==> src/rtl/counter_seq.sv <==
// counter_seq: command sequencer driving an external up-counter.
// Accepts LOAD / COUNT / NOP commands over a valid/ready handshake and
// produces the counter enable, load strobe and load value. A COUNT of N
// enables the counter for exactly N cycles unless cut short by abort.
// Optional feature: define COUNTER_SEQ_IRQ_EN to add a sticky completion
// interrupt (irq output, irq_clr input).
module counter_seq #(
   parameter int WIDTH = 4
) (
   input  logic             clk,
   input  logic             rst,
   input  logic             cmd_valid,
   output logic             cmd_ready,
   input  logic [1:0]       cmd_op,
   input  logic [WIDTH-1:0] cmd_arg,
   input  logic             abort,
   output logic             cnt_en,
   output logic             cnt_load,
   output logic [WIDTH-1:0] cnt_data,
   input  logic [WIDTH-1:0] cnt_value,
   output logic             busy,
   output logic             done,
   output logic             aborted,
`ifdef COUNTER_SEQ_IRQ_EN
   output logic             irq,
   input  logic             irq_clr,
`endif
   output logic             wrapped
);

   localparam logic [1:0] OP_LOAD  = 2'b00;
   localparam logic [1:0] OP_COUNT = 2'b01;

   typedef enum logic [1:0] {
      S_IDLE  = 2'b00,
      S_LOAD  = 2'b01,
      S_COUNT = 2'b10,
      S_DONE  = 2'b11
   } state_t;

   state_t           state_reg, state_next;
   logic [WIDTH-1:0] arg_reg, arg_next;
   logic [WIDTH-1:0] remaining_reg, remaining_next;
   logic             aborted_reg, aborted_next;

   // State and datapath registers; reset forces the idle, cleared condition.
   always_ff @(posedge clk or posedge rst) begin
      if (rst) begin
         state_reg     <= S_IDLE;
         arg_reg       <= '0;
         remaining_reg <= '0;
         aborted_reg   <= 1'b0;
      end else begin
         state_reg     <= state_next;
         arg_reg       <= arg_next;
         remaining_reg <= remaining_next;
         aborted_reg   <= aborted_next;
      end
   end

   // Next-state logic: command decode in IDLE, step countdown and abort in COUNT.
   always_comb begin
      state_next     = state_reg;
      arg_next       = arg_reg;
      remaining_next = remaining_reg;
      aborted_next   = aborted_reg;
      case (state_reg)
         S_IDLE: begin
            if (cmd_valid) begin
               arg_next       = cmd_arg;
               remaining_next = cmd_arg;
               aborted_next   = 1'b0;
               if (cmd_op == OP_LOAD) begin
                  state_next = S_LOAD;
               end else if (cmd_op == OP_COUNT) begin
                  // A zero-step COUNT completes immediately like a NOP.
                  state_next = (cmd_arg != '0) ? S_COUNT : S_DONE;
               end else begin
                  state_next = S_DONE;
               end
            end
         end
         S_LOAD: begin
            state_next = S_DONE;
         end
         S_COUNT: begin
            remaining_next = remaining_reg - 1'b1;
            // Abort wins over natural completion so the status reflects it.
            if (abort) begin
               state_next   = S_DONE;
               aborted_next = 1'b1;
            end else if (remaining_reg == WIDTH'(1)) begin
               state_next = S_DONE;
            end
         end
         S_DONE: begin
            state_next = S_IDLE;
         end
         default: begin
            state_next = S_IDLE;
         end
      endcase
   end

   // Moore output decode from the registered state.
   always_comb begin
      cmd_ready = (state_reg == S_IDLE);
      busy      = (state_reg != S_IDLE);
      cnt_en    = (state_reg == S_LOAD) || (state_reg == S_COUNT);
      cnt_load  = (state_reg == S_LOAD);
      cnt_data  = arg_reg;
      done      = (state_reg == S_DONE);
      aborted   = aborted_reg;
      // The counter rolls over to zero at the end of an enabled all-ones cycle.
      wrapped   = (state_reg == S_COUNT) && (&cnt_value);
   end

`ifdef COUNTER_SEQ_IRQ_EN
   logic irq_reg;

   // Sticky completion interrupt; a set in the same cycle as a clear wins.
   always_ff @(posedge clk or posedge rst) begin
      if (rst) begin
         irq_reg <= 1'b0;
      end else if (state_reg == S_DONE) begin
         irq_reg <= 1'b1;
      end else if (irq_clr) begin
         irq_reg <= 1'b0;
      end
   end

   assign irq = irq_reg;
`endif

endmodule

==> config.mk <==
export PLATFORM = sky130hd
export DESIGN_NAME = counter_seq
export DESIGN_NICKNAME = d
export VERILOG_FILES = /design/src/rtl/counter_seq.sv
export SDC_FILE = /design/constraint.sdc
export NUM_CORES = 1
export LEC_CHECK = 0
export CAP_MARGIN = 20
export CORE_MARGIN = 10
export CORE_UTILIZATION = 43
export CTS_CLUSTER_SIZE = 8
export DETAILED_ROUTE_END_ITERATION = 8
export HOLD_SLACK_MARGIN = 0.08
export PLACE_DENSITY = 0.76
export RECOVER_POWER = 25
export SYNTH_ARGS = -nofsm -noshare
export SYNTH_HDL_FRONTEND = slang
export SYNTH_SLANG_ARGS = --single-unit
==> constraint.sdc <==
create_clock -name clk -period 1.75 [get_ports clk]
set_clock_uncertainty 0.15 [all_clocks]
set_input_delay 0.35 -clock clk [delete_from_list [all_inputs] [get_ports clk]]
set_output_delay 0.35 -clock clk [all_outputs]
set_load 0.02 [all_outputs]
# Word-level counts from Yosys, hierarchy flattened
# Cells that the tools add are included.
totals:
  out_inout_bits: 11
  register_bits: 11
op_classes:
  eq_ne: 8
  n_addsub: 1
  reduce_logical: 12
  mux: 12
ops:
  columns: ["op", "n"]
  rows:
  - ["$mux 2", 4]
  - ["$pmux 2 s4", 1]
  - ["$pmux 4 s2", 1]
  - ["$reduce_and 2->1", 3]
  - ["$eq 2x1->1 const B", 2]
  - ["$eq 2x2->1 const B", 2]
  - ["$eq 4x1->1 const B", 1]
  - ["$logic_not 2->1", 2]
  - ["$mux 1", 4]
  - ["$mux 4", 1]
  - ["$ne 2x2->1 const B", 2]
  - ["$reduce_and 4->1", 1]
  - ["$reduce_bool 2->1", 2]
  - ["$reduce_bool 4->1", 1]
  - ["$sub 4x1->4 const B", 1]
  - ["$ne 3x3->1 const B", 1]
  - ["$reduce_and 3->1", 1]
  - ["$pmux 1 s2", 1]
  - ["$logic_and 1x1->1", 1]
  - ["$logic_or 1x1->1", 1]

# Longest topological paths before layout
depth:
  ltp_word: 6
  depth_mapped: 6
  mapped_depth_nobuf: 5

# Worst setup path after synthesis
# Ideal clock, no wire load.
synth_timing:
  path_type: "register -> output"
  start: "register state_reg[0]"
  end: "output port wrapped"
  setup_slack_ns: 0.062
  stages_incl_launch_ff: 6
  path_buffers: 1
  arrival_ns: 1.188
  required_ns: 1.250
  path_cell_list: "dfrtp_1 inv_1 ha_1 buf_2 nand3_1 nor2_1"
synth_between:
  elab_chain_cells: 2
synth_lines:
  columns: ["element", "line", "rtl"]
  rows:
  - ["start: declaration", "41", "state_t state_reg, state_next;"]
  - ["start signal: assignment", "54", "state_reg <= state_next;"]
  - ["$eq 2x2->1", "115", "wrapped = (state_reg == S_COUNT) && (&cnt_value);"]
  - ["$logic_and 1x1->1", "115", null]
  - ["end: declaration", "28", "output logic wrapped"]
# No other way between the ends.

# Final worst setup path
layout_timing:
  start: "register state_reg[1]"
  end: "output port wrapped"
# Same word-level chain as after synthesis.

==> out/results.tsv <==
metric	value	unit
critPathRequiredTime	1250	ps
worstPathMaxFanout	3	
hold_violations	0	
place_hpwl	1536	µm
multi_input_area	422.9	µm²
ys.warnings.count	0	
status	completed	
vdd_drop_max	1138	µV
layout.nets	131	
rsz0062_at_grt	yes	
rows	14	
cts.sinks	11	
drive_gt1_share	30.28	%
synth-async-reset-ratio	100.0	%
detail_route.iter0.violations	8	
cp.arrival	1230	ps
clkTransAtPathRegs	70	ps
post_drt_via_cell_ratio	5.280	
fp.dieH	61.19	µm
place_ws	-322.1	ps
max_freq	0.5785	GHz
end_kind	primary output	
drcViolationCount	0	
synth.area.top_cells	dfrtp_1 38%, ha_1 12%, inv_1 4.6%	
power_per_cell_area	1731	nW/µm²
clockBufferDepth	2	
regArea	275.3	µm²
syn_area	729.5	µm²
clk_latency	280	ps
antenna_found_initial	0	
diodes	0	
grt_max_degree	12	
slew_violations	0	
start_util	46.79	%
synth_common_cells	11 x dfrtp_1, 9 x inv_1, 7 x ha_1, 7 x nand2_1, 4 x nand3_1	
htree_num_levels	1	
cts_tree	built	
synthMostInstantiatedCell	dfrtp_1	
grt_pass1_wl	3084	µm
grt_usage	11.12	%
fill_cells	123	
fin_ws	21.49	ps
port-buffer-count	24	
yosysSeqAreaShare	37.74	%
finalPower	1.835	mW
coreArea	1559	µm²
cap_violations	0	
boundaryPins	25	
relSlewSlack	70.66	%
areaGrowthSynthToFinish	45.28	%
synthFlopType	dfrtp_1	
grt_pass1_vias	691	
vias	660	
grt_overflow	0	
drt-pass1-iter-count	3	
layout_min_cycle_time	1729	ps
synth_cell_types	31	
synth_seq_cells	11	
synth_top_area_cell	dfrtp_1	
post_drt_wl_per_cell	15.17	µm
critPathKind	register to primary output	
routabilityCongestion	0.7910	
cts_buffers	3	
period_share	98.77	%
final_antenna_net_count	0	
synthCells	74	
chipWidth	61.19	µm
synth_edf_count	0	
p_leak	0.5225	nW
worst_pin_slew	439.7	ps
syn_nets	95	
cts_root_buffer	clkbuf_4	
synthDominantCellAreaShare	37.74	%
avgSynthCellArea	9.857	µm²
wl	1896	µm
worstHoldPathType	register to register	
worst_setup_path_start_kind	register	
worst_hold_slack	338.7	ps
setup_viol	0	
dieArea	3744	µm²
[kinds of logic (layout without fill, tap and decap cells)]
group	after synthesis	after routing	share of synthesized area, %
simple gates	24	24	17.67
buf+inv	11	46	6.860
fa+ha+maj	7	7	12.01
compound gates	15	15	16.47
mux	6	6	9.262
flops	11	11	37.74
[metal layers]
metal | vias to the layer above | GRT usage [%] | part of all wire (%)
met2 | 14 | 20.12 | 52
met4 | 0 | 5.863 | 2.1
li1 | 325 | - | -
met3 | 5 | 5.144 | 8.5
met1 | 316 | 10.19 | 37
met5 | - | 0 | 0
[cell type report]
type | instances | area share [%]
Sequential cell | 11 | 25.97
Multi-Input combinational cell | 52 | 39.91
Timing Repair Buffer | 33 | 26.56
Tap cell | 16 | 1.889
Clock buffer | 4 | 2.479
Inverter | 9 | 3.188
[what timing repair did]
action	in CTS	in global routing
endpoints found under the setup margin	9	5
gates resized for setup	30	6
pin swaps	0	1
hold buffers	0	0
setup buffers	0	1
[critical path, cell delays in order (launching register included)]
cell,delay (ps)
dfrtp_1,400
buf_4,150
ha_4,150
nand3_1,60
nor2_1,40
buf_4,150
[final timing paths]
check	slack [ps]	startpoint	endpoint	cells after the start
setup / recovery	20	state_reg[1]$_DFFE_PP0P_	wrapped	5
hold / removal	340	cnt_data[3]$_DFFE_PP0P_	cnt_data[3]$_DFFE_PP0P_	2
setup reg to reg	130	state_reg[0]$_DFFE_PP0P_	remaining_reg[0]$_DFFE_PP0P_	6
hold reg to reg	340	cnt_data[3]$_DFFE_PP0P_	cnt_data[3]$_DFFE_PP0P_	2
max in group asynchronous	780	rst	cnt_data[3]$_DFFE_PP0P_	2
min in group asynchronous	370	rst	cnt_data[2]$_DFFE_PP0P_	2
[cells in the final DEF, fill, tap and decap left out, types with 3 or more instances in the layout]
cell type         n
clkbuf_4          3
nand2_1           7
inv_1             7
clkdlybuf4s50_1  12
dlygate4sd2_1     3
dfrtp_1          11
a21oi_1           3
nand2b_1          3
ha_1              5
buf_4            10
nand3_1           4
buf_2             5
[power breakdown]
part	internal, mW	total (mW)	switching (mW)
registers	0.380	0.474	0.0940
clock network	0.0886	0.177	0.0885
logic	0.561	1.18	0.624
total	1.03	1.83	0.806
[metrics by stage]
step           util (%)  setup TNS (ps)  instance area [µm²]  instances
3_3_place_gp      66.29          -551.4                 1033        120
2_1_floorplan         -               0                729.5         74
5_1_grt           67.98          -25.67                 1060        125
4_1_cts           66.53          -28.75                 1037        124
6_report          67.98               0                 1060        125
3_5_place_dp      66.29          -589.0                 1033        120
No activity file was read; power rests on OpenSTA's default activity.
